$ cat src/rtl/dmem_arbiter_if.sv
// Data-memory sharing bundle: pipeline MEM stage, debug/DMA port and memory side.
// The arbiter takes the slave view; requesters and memory take the master view.
interface dmem_arbiter_if #(
  parameter int DATA_W     = 32,
  parameter int DM_ADDRESS = 9
);
  logic                  p_rd;
  logic                  p_wr;
  logic [DM_ADDRESS-1:0] p_addr;
  logic [DATA_W-1:0]     p_wdata;
  logic [2:0]            p_funct3;
  logic                  p_stall;
  logic [DATA_W-1:0]     p_rdata;

  logic                  d_valid;
  logic                  d_we;
  logic [DM_ADDRESS-1:0] d_addr;
  logic [DATA_W-1:0]     d_wdata;
  logic [2:0]            d_funct3;
  logic                  d_lock;
  logic                  d_ready;
  logic                  d_rvalid;
  logic [DATA_W-1:0]     d_rdata;

  logic                  mem_rd;
  logic                  mem_wr;
  logic [DM_ADDRESS-1:0] mem_addr;
  logic [DATA_W-1:0]     mem_wdata;
  logic [2:0]            mem_funct3;
  logic [DATA_W-1:0]     mem_rdata;

  modport slave (
    input  p_rd, p_wr, p_addr, p_wdata, p_funct3,
    output p_stall, p_rdata,
    input  d_valid, d_we, d_addr, d_wdata, d_funct3, d_lock,
    output d_ready, d_rvalid, d_rdata,
    output mem_rd, mem_wr, mem_addr, mem_wdata, mem_funct3,
    input  mem_rdata
  );

  modport master (
    output p_rd, p_wr, p_addr, p_wdata, p_funct3,
    input  p_stall, p_rdata,
    output d_valid, d_we, d_addr, d_wdata, d_funct3, d_lock,
    input  d_ready, d_rvalid, d_rdata,
    input  mem_rd, mem_wr, mem_addr, mem_wdata, mem_funct3,
    output mem_rdata
  );
endinterface

$ cat src/rtl/dmem_arbiter.sv
// Data-memory port arbiter: pipeline has priority, debug gets a bounded-wait
// forced grant or exclusive ownership through a lock.
module dmem_arbiter #(
  parameter int DATA_W     = 32,
  parameter int DM_ADDRESS = 9,
  parameter int MAX_WAIT   = 8
) (
  input  logic          clk,
  input  logic          reset,
  dmem_arbiter_if.slave bus
);

  typedef enum logic [1:0] {
    IDLE,
    FORCE,
    LOCK
  } state_t;

  localparam logic [7:0] MAXW = 8'(MAX_WAIT);

  state_t     state;
  state_t     state_nxt;
  logic [7:0] wait_cnt;
  logic [7:0] wait_nxt;
  logic       rd_dbg;

  logic dv;
  logic preq;
  logic dbg_own;
  logic pipe_own;
  logic ready;
  logic stall;
  logic hs;

  // No debug grant is possible while reset is held.
  assign dv   = bus.d_valid & reset;
  assign preq = bus.p_rd | bus.p_wr;
  assign hs   = dv & ready;

  always_comb begin
    dbg_own  = 1'b0;
    pipe_own = 1'b0;
    ready    = 1'b0;
    stall    = 1'b0;
    unique case (state)
      IDLE: begin
        if (preq) begin
          pipe_own = 1'b1;
        end else if (dv) begin
          dbg_own = 1'b1;
          ready   = 1'b1;
        end
      end
      FORCE: begin
        dbg_own = 1'b1;
        ready   = 1'b1;
        stall   = 1'b1;
      end
      LOCK: begin
        dbg_own = 1'b1;
        ready   = dv;
        stall   = 1'b1;
      end
      default: ;
    endcase
  end

  always_comb begin
    wait_nxt = wait_cnt;
    if (!dv || hs) begin
      wait_nxt = '0;
    end else if (wait_cnt != MAXW) begin
      wait_nxt = wait_cnt + 8'd1;
    end
  end

  always_comb begin
    state_nxt = state;
    unique case (state)
      IDLE: begin
        if (hs && bus.d_lock) begin
          state_nxt = LOCK;
        end else if (dv && !ready && wait_nxt == MAXW) begin
          state_nxt = FORCE;
        end
      end
      FORCE: begin
        if (!dv) begin
          state_nxt = IDLE;
        end else if (hs) begin
          state_nxt = bus.d_lock ? LOCK : IDLE;
        end
      end
      LOCK: begin
        if (!bus.d_lock) begin
          state_nxt = IDLE;
        end
      end
      default: state_nxt = IDLE;
    endcase
  end

  always_ff @(posedge clk or negedge reset) begin
    if (!reset) begin
      state    <= IDLE;
      wait_cnt <= '0;
      rd_dbg   <= 1'b0;
    end else begin
      state    <= state_nxt;
      wait_cnt <= wait_nxt;
      rd_dbg   <= hs & ~bus.d_we;
    end
  end

  // A simultaneous pipeline load and store resolves to the store.
  assign bus.mem_wr = pipe_own ? bus.p_wr
                               : dbg_own & dv & bus.d_we;
  assign bus.mem_rd = pipe_own ? bus.p_rd & ~bus.p_wr
                               : dbg_own & dv & ~bus.d_we;

  assign bus.mem_addr   = dbg_own ? bus.d_addr   : bus.p_addr;
  assign bus.mem_wdata  = dbg_own ? bus.d_wdata  : bus.p_wdata;
  assign bus.mem_funct3 = dbg_own ? bus.d_funct3 : bus.p_funct3;

  assign bus.p_stall  = stall;
  assign bus.d_ready  = ready;
  assign bus.d_rvalid = rd_dbg;
  assign bus.d_rdata  = bus.mem_rdata;
  assign bus.p_rdata  = bus.mem_rdata;

endmodule

$ cat src/flat_wrapper.sv
// flat-port wrapper written by rule: the top's interface ports become plain ports
module dmem_arbiter_flat 
#(
  parameter int DATA_W     = 32,
  parameter int DM_ADDRESS = 9,
  parameter int MAX_WAIT   = 8
)
  (clk, reset, bus_p_rd, bus_p_wr, bus_p_addr, bus_p_wdata, bus_p_funct3, bus_p_stall, bus_p_rdata, bus_d_valid, bus_d_we, bus_d_addr, bus_d_wdata, bus_d_funct3, bus_d_lock, bus_d_ready, bus_d_rvalid, bus_d_rdata, bus_mem_rd, bus_mem_wr, bus_mem_addr, bus_mem_wdata, bus_mem_funct3, bus_mem_rdata);
  dmem_arbiter_if #(.DATA_W(DATA_W), .DM_ADDRESS(DM_ADDRESS)) bus_i ();
  input  logic clk;
  input  logic reset;
  input wire logic [$bits(bus_i.p_rd)-1:0] bus_p_rd;
  input wire logic [$bits(bus_i.p_wr)-1:0] bus_p_wr;
  input wire logic [$bits(bus_i.p_addr)-1:0] bus_p_addr;
  input wire logic [$bits(bus_i.p_wdata)-1:0] bus_p_wdata;
  input wire logic [$bits(bus_i.p_funct3)-1:0] bus_p_funct3;
  output wire logic [$bits(bus_i.p_stall)-1:0] bus_p_stall;
  output wire logic [$bits(bus_i.p_rdata)-1:0] bus_p_rdata;
  input wire logic [$bits(bus_i.d_valid)-1:0] bus_d_valid;
  input wire logic [$bits(bus_i.d_we)-1:0] bus_d_we;
  input wire logic [$bits(bus_i.d_addr)-1:0] bus_d_addr;
  input wire logic [$bits(bus_i.d_wdata)-1:0] bus_d_wdata;
  input wire logic [$bits(bus_i.d_funct3)-1:0] bus_d_funct3;
  input wire logic [$bits(bus_i.d_lock)-1:0] bus_d_lock;
  output wire logic [$bits(bus_i.d_ready)-1:0] bus_d_ready;
  output wire logic [$bits(bus_i.d_rvalid)-1:0] bus_d_rvalid;
  output wire logic [$bits(bus_i.d_rdata)-1:0] bus_d_rdata;
  output wire logic [$bits(bus_i.mem_rd)-1:0] bus_mem_rd;
  output wire logic [$bits(bus_i.mem_wr)-1:0] bus_mem_wr;
  output wire logic [$bits(bus_i.mem_addr)-1:0] bus_mem_addr;
  output wire logic [$bits(bus_i.mem_wdata)-1:0] bus_mem_wdata;
  output wire logic [$bits(bus_i.mem_funct3)-1:0] bus_mem_funct3;
  input wire logic [$bits(bus_i.mem_rdata)-1:0] bus_mem_rdata;
  assign bus_i.p_rd = bus_p_rd;
  assign bus_i.p_wr = bus_p_wr;
  assign bus_i.p_addr = bus_p_addr;
  assign bus_i.p_wdata = bus_p_wdata;
  assign bus_i.p_funct3 = bus_p_funct3;
  assign bus_p_stall = bus_i.p_stall;
  assign bus_p_rdata = bus_i.p_rdata;
  assign bus_i.d_valid = bus_d_valid;
  assign bus_i.d_we = bus_d_we;
  assign bus_i.d_addr = bus_d_addr;
  assign bus_i.d_wdata = bus_d_wdata;
  assign bus_i.d_funct3 = bus_d_funct3;
  assign bus_i.d_lock = bus_d_lock;
  assign bus_d_ready = bus_i.d_ready;
  assign bus_d_rvalid = bus_i.d_rvalid;
  assign bus_d_rdata = bus_i.d_rdata;
  assign bus_mem_rd = bus_i.mem_rd;
  assign bus_mem_wr = bus_i.mem_wr;
  assign bus_mem_addr = bus_i.mem_addr;
  assign bus_mem_wdata = bus_i.mem_wdata;
  assign bus_mem_funct3 = bus_i.mem_funct3;
  assign bus_i.mem_rdata = bus_mem_rdata;
  dmem_arbiter #(.DATA_W(DATA_W), .DM_ADDRESS(DM_ADDRESS), .MAX_WAIT(MAX_WAIT)) u_core (.clk(clk), .reset(reset), .bus(bus_i));
endmodule
$ cat config.mk
export PLATFORM = sky130hd
export DESIGN_NAME = dmem_arbiter_flat
export DESIGN_NICKNAME = d
export VERILOG_FILES = /design/src/rtl/dmem_arbiter_if.sv /design/src/rtl/dmem_arbiter.sv /design/src/flat_wrapper.sv
export SDC_FILE = /design/constraint.sdc
export NUM_CORES = 1
export LEC_CHECK = 0
export BUFFER_PORTS_ARGS = -buffer_cell sky130_fd_sc_hd__buf_2
export CAP_MARGIN = 20
export CORE_AREA = 2 2 93 95
export CTS_CLUSTER_SIZE = 30
export DETAILED_ROUTE_END_ITERATION = 10
export DIE_AREA = 0 0 95 97
export PLACE_DENSITY_LB_ADDON = 0.08
export SLEW_MARGIN = 25
export SYNTH_ARGS = -nofsm -noshare
export SYNTH_HDL_FRONTEND = slang
export SYNTH_SLANG_ARGS = --single-unit
$ cat constraint.sdc
create_clock -name clk -period 5.4 [get_ports clk]
set_input_delay 0.27 -clock clk [delete_from_list [all_inputs] [get_ports clk]]
set_output_delay 0.27 -clock clk [all_outputs]
set_load 0.02 [all_outputs]
==> metrics.md <==
| Metric | Value |
|---|---|
| TritonCTS clock tree | `yes` |
| Area Growth Syn to Fin | `18.75%` |
| WL final | `6399 um` |
| Synth async-reset ratio | `100.0%` |
| Final setup viols | `0` |
| Total CTS buffers | `3` |
| Final hold slack | `417.6 ps` |
| Clk_skew | `between 1 and 1.5 ps` |
| Sw Pwr | `0.3523 mW` |
| Core Util, Final | `27.96%` |
| GR Util All Layers | `13.46%` |
| Max-slew violations | `0` |
| Max-Cap Viols | `0` |
| Critical Path Max Stage Delay | `570 ps` |
| CTS Buffer Depth | `2` |
| Depth of the CTS H-tree | `1` |
| Status | `completed` |
| Routed via count | `between 1500 and 2000` |
| Worst path slowest cell | `nor2_8` |
| Routed len/inst | `16.32 um` |
| Pwr Total | `roughly 0.71 mW` |
| Mapped Area | `0.001916 mm2` |
| Initial Util | `23.55%` |
| Synth Instances | `210` |
| Critical path launch point type | `primary input` |
| Share of the synthesized area in the top cell type | `between 20% and 30%` |
| IO Pins | `240` |
| Post-Syn Nets | `roughly 340` |
| Crit Path Class | `primary input to primary output` |
| Post-synth EDFFs | `0` |
| Initial DRC Count | `27` |
| Die ar. | `0.009215 mm2` |
| Total grt overflow | `0` |
| CP cell instances | `dlygate4sd3_1, buf_2, and2_1, a21oi_2, nor2_8, mux2_1, buf_2` |
| Setup TNS | `0 ps` |
| Ys Warns | `0` |
| Max VDD drop | `0.1136 mV` |
| Num Clock Sinks | `11` |
| Post-CTS sizing | `0` |
| Critical path endpoint category | `primary output` |
| Largest net degree at the start of global routing | `47` |
| Synth unique cells | `44` |
| # rows | `33` |
| Drc violations | `0` |
| RD Place Congestion | `0.8119` |
| Max frequency | `336.4 MHz` |
| #FFs+latches synth | `11` |
| Final min period | `2973 ps` |
| Worst-Skew Late Latency | `240 ps` |
| Clock root buffer | `clkbuf_8` |
| Worst EP required | `5130 ps` |
| Core Region | `around 0.008 mm2` |
| Clock transition at path regs | `roughly 60 ps` |
| Antenna diodes | `0` |
| Initial antenna violation count | `1` |
| Ys flop type | `dfrtp_1` |
| Clock Power Share | `12.3%` |
| Cell repeated most along the worst path | `buf_2` |
| Post-route ant nets | `0` |
| First-pass GRT wire length | `about 9400 um` |
| Sw Ratio | `49.94%` |
| DRT Pass-1 Iters | `4` |
| Die H | `97 um` |
| RSZ-0062 raised after global routing | `false` |
| Pwr Density | `310.1 mW/mm2` |
| HPWL Detailed | `5577 um` |
| PortBufs | `143` |
| Flop pwr share | `around 13%` |
| Worst Path Arrival | `2700 ps` |
| Layout net count | `approximately 420` |
| Vias in the first global route | `1725` |
| Worst-Margin Slew | `748.6 ps` |
| Min-delay worst type | `primary input to register` |
| Main area contributors after synthesis | `buf_4 25%, mux2_1 23%, dfrtp_1 14%` |
| Lkg Pwr | `1.109 nW` |
| Synth area leader | `buf_4` |
| Maximum fanout along the worst path | `46` |
| Combinational power share | `between 70% and 80%` |
| Relative slew slack | `50.09%` |
| Routed vias/inst | `between 4 and 5` |
| R2R Setup Slk | `3450 ps` |
| Syn avg cell area | `9.122 um2` |
| Die Width | `between 90 and 100 um` |
| Period utilization | `55.05%` |
| Int Pwr | `0.3531 mW` |
| Layout cells sized above 1 | `a little under three fifths` |
| Sequential cell area fraction in the yosys report | `14.37%` |
| Hold Vio Cnt, Final | `0` |
metal layers:
| metal | share of wire, % | routed length (um) | global-route usage (%) | up-vias |
|---|---|---|---|---|
| met1 | 38 | 2420 | 15.66 | 757 |
| met5 | 0.25 | 16 | 0 | - |
| li1 | - | - | - | 813 |
| met2 | 47 | 3033 | 22.04 | 96 |
| met4 | 3.4 | 218 | 4.794 | 2 |
| met3 | 11 | 710 | 5.452 | 33 |
synth_stat cells, types with 2 or more instances:
library cell  count
dfrtp_1          11
nor4_1            2
ha_1              6
nand2_1           5
buf_4            65
and2_1            2
mux2_1           39
buf_2             2
nor2_1           16
inv_1             5
a32o_1            2
xnor2_1           3
a21oi_1           6
o21ba_2           2
xor2_1            2
nand3_1           3
mux2_2            6
buf_6             4
o21ai_0           3
nand2b_1          2
through the flow:
| step | instances | setup slack [ps] | cell area, um2 |
|---|---|---|---|
| floorplan | 210 | 3321 | 1916 |
| global placement | 387 | 2797 | 2220 |
| detailed placement | 387 | 2740 | 2220 |
| CTS | 392 | 2354 | 2275 |
| global route | 392 | 2179 | 2275 |
| finish | 392 | 2427 | 2275 |
critical path: cells and delay by family:
family	cells	cell delay, ps
buffers and inverters	3	1000
AND/OR/NAND/NOR	2	870
multiplexers	1	390
AO/OA/AOI/OAI	1	130
power groups by stage:
stage	combinational [mW]	sequential, mW	clock (mW)
floorplan	0.460	0.0928	0
global placement	0.535	0.0956	0
detailed placement	0.536	0.0957	0
CTS	0.538	0.0942	0.0903
global route	0.568	0.0952	0.0961
finish	0.525	0.0942	0.0865
layout make-up:
| class | count | area (um2) |
|---|---|---|
| well taps | 105 | 131.4 |
| multi-input cells | 123 | 1079 |
| inverters | 5 | 18.77 |
| flip-flops and latches | 11 | 275.3 |
| fillers | 894 | 5859 |
| repair buffers | 144 | 725.7 |
| clock buffers | 4 | 45.04 |
path summary, 6_finish.rpt:
path | startpoint | end | cells past startpoint
worst max-delay path | reset | bus_mem_wdata[18] | 7
worst min-delay path | bus_d_we | u_core.bus.d_rvalid$_DFF_PN0_ | 3
worst max register to register | u_core.wait_cnt[0]$_DFF_PN0_ | u_core.state[1]$_DFFE_PN0P_ | 6
worst min register to register | u_core.state[1]$_DFFE_PN0P_ | u_core.state[1]$_DFFE_PN0P_ | 1
max in group asynchronous | reset | u_core.wait_cnt[3]$_DFF_PN0_ | 2
min in group asynchronous | reset | u_core.wait_cnt[4]$_DFF_PN0_ | 2
registers in the layout, indices dropped and copies added (netlist names):
name,cells
u_core.state,2
u_core.wait_cnt,8
u_core.bus.d_rvalid,1
what timing repair did:
action | 4_1_cts | 5_1_grt
buffers inserted | 0 | 0
hold endpoints to repair | 11 | 0
hold buffers | 1 | 0
cell families after synthesis:
| logic type | count (synthesis) | share of synthesized area [%] |
|---|---|---|
| AOI/OAI and AO/OA | 24 | 9.799 |
| xor gates and xnor gates | 5 | 2.287 |
| adders and majority gates | 6 | 3.919 |
| buffers and inverters | 76 | 29.33 |
| DFF | 11 | 14.37 |
| muxes | 45 | 26.45 |
| and+or+nand+nor | 43 | 13.85 |
cells in the final DEF, fill, tap and decap left out, types with 2 or more instances in the layout:
cell | netlist | final
xnor2_1 | 3 | 3
nor2_1 | 16 | 16
dfrtp_1 | 11 | 11
inv_1 | 5 | 5
and2_1 | 2 | 2
a21oi_1 | 6 | 6
a32o_1 | 2 | 2
buf_2 | 2 | 143
mux2_2 | 6 | 6
xor2_1 | 2 | 2
nand3_1 | 3 | 3
nand2_1 | 5 | 5
o21ba_2 | 2 | 2
o21ai_0 | 3 | 3
clkbuf_8 | 0 | 3
nor4_1 | 2 | 2
ha_1 | 6 | 6
nand2b_1 | 2 | 2
mux2_1 | 39 | 39
Note: power is estimated with default switching activity, not from simulation.
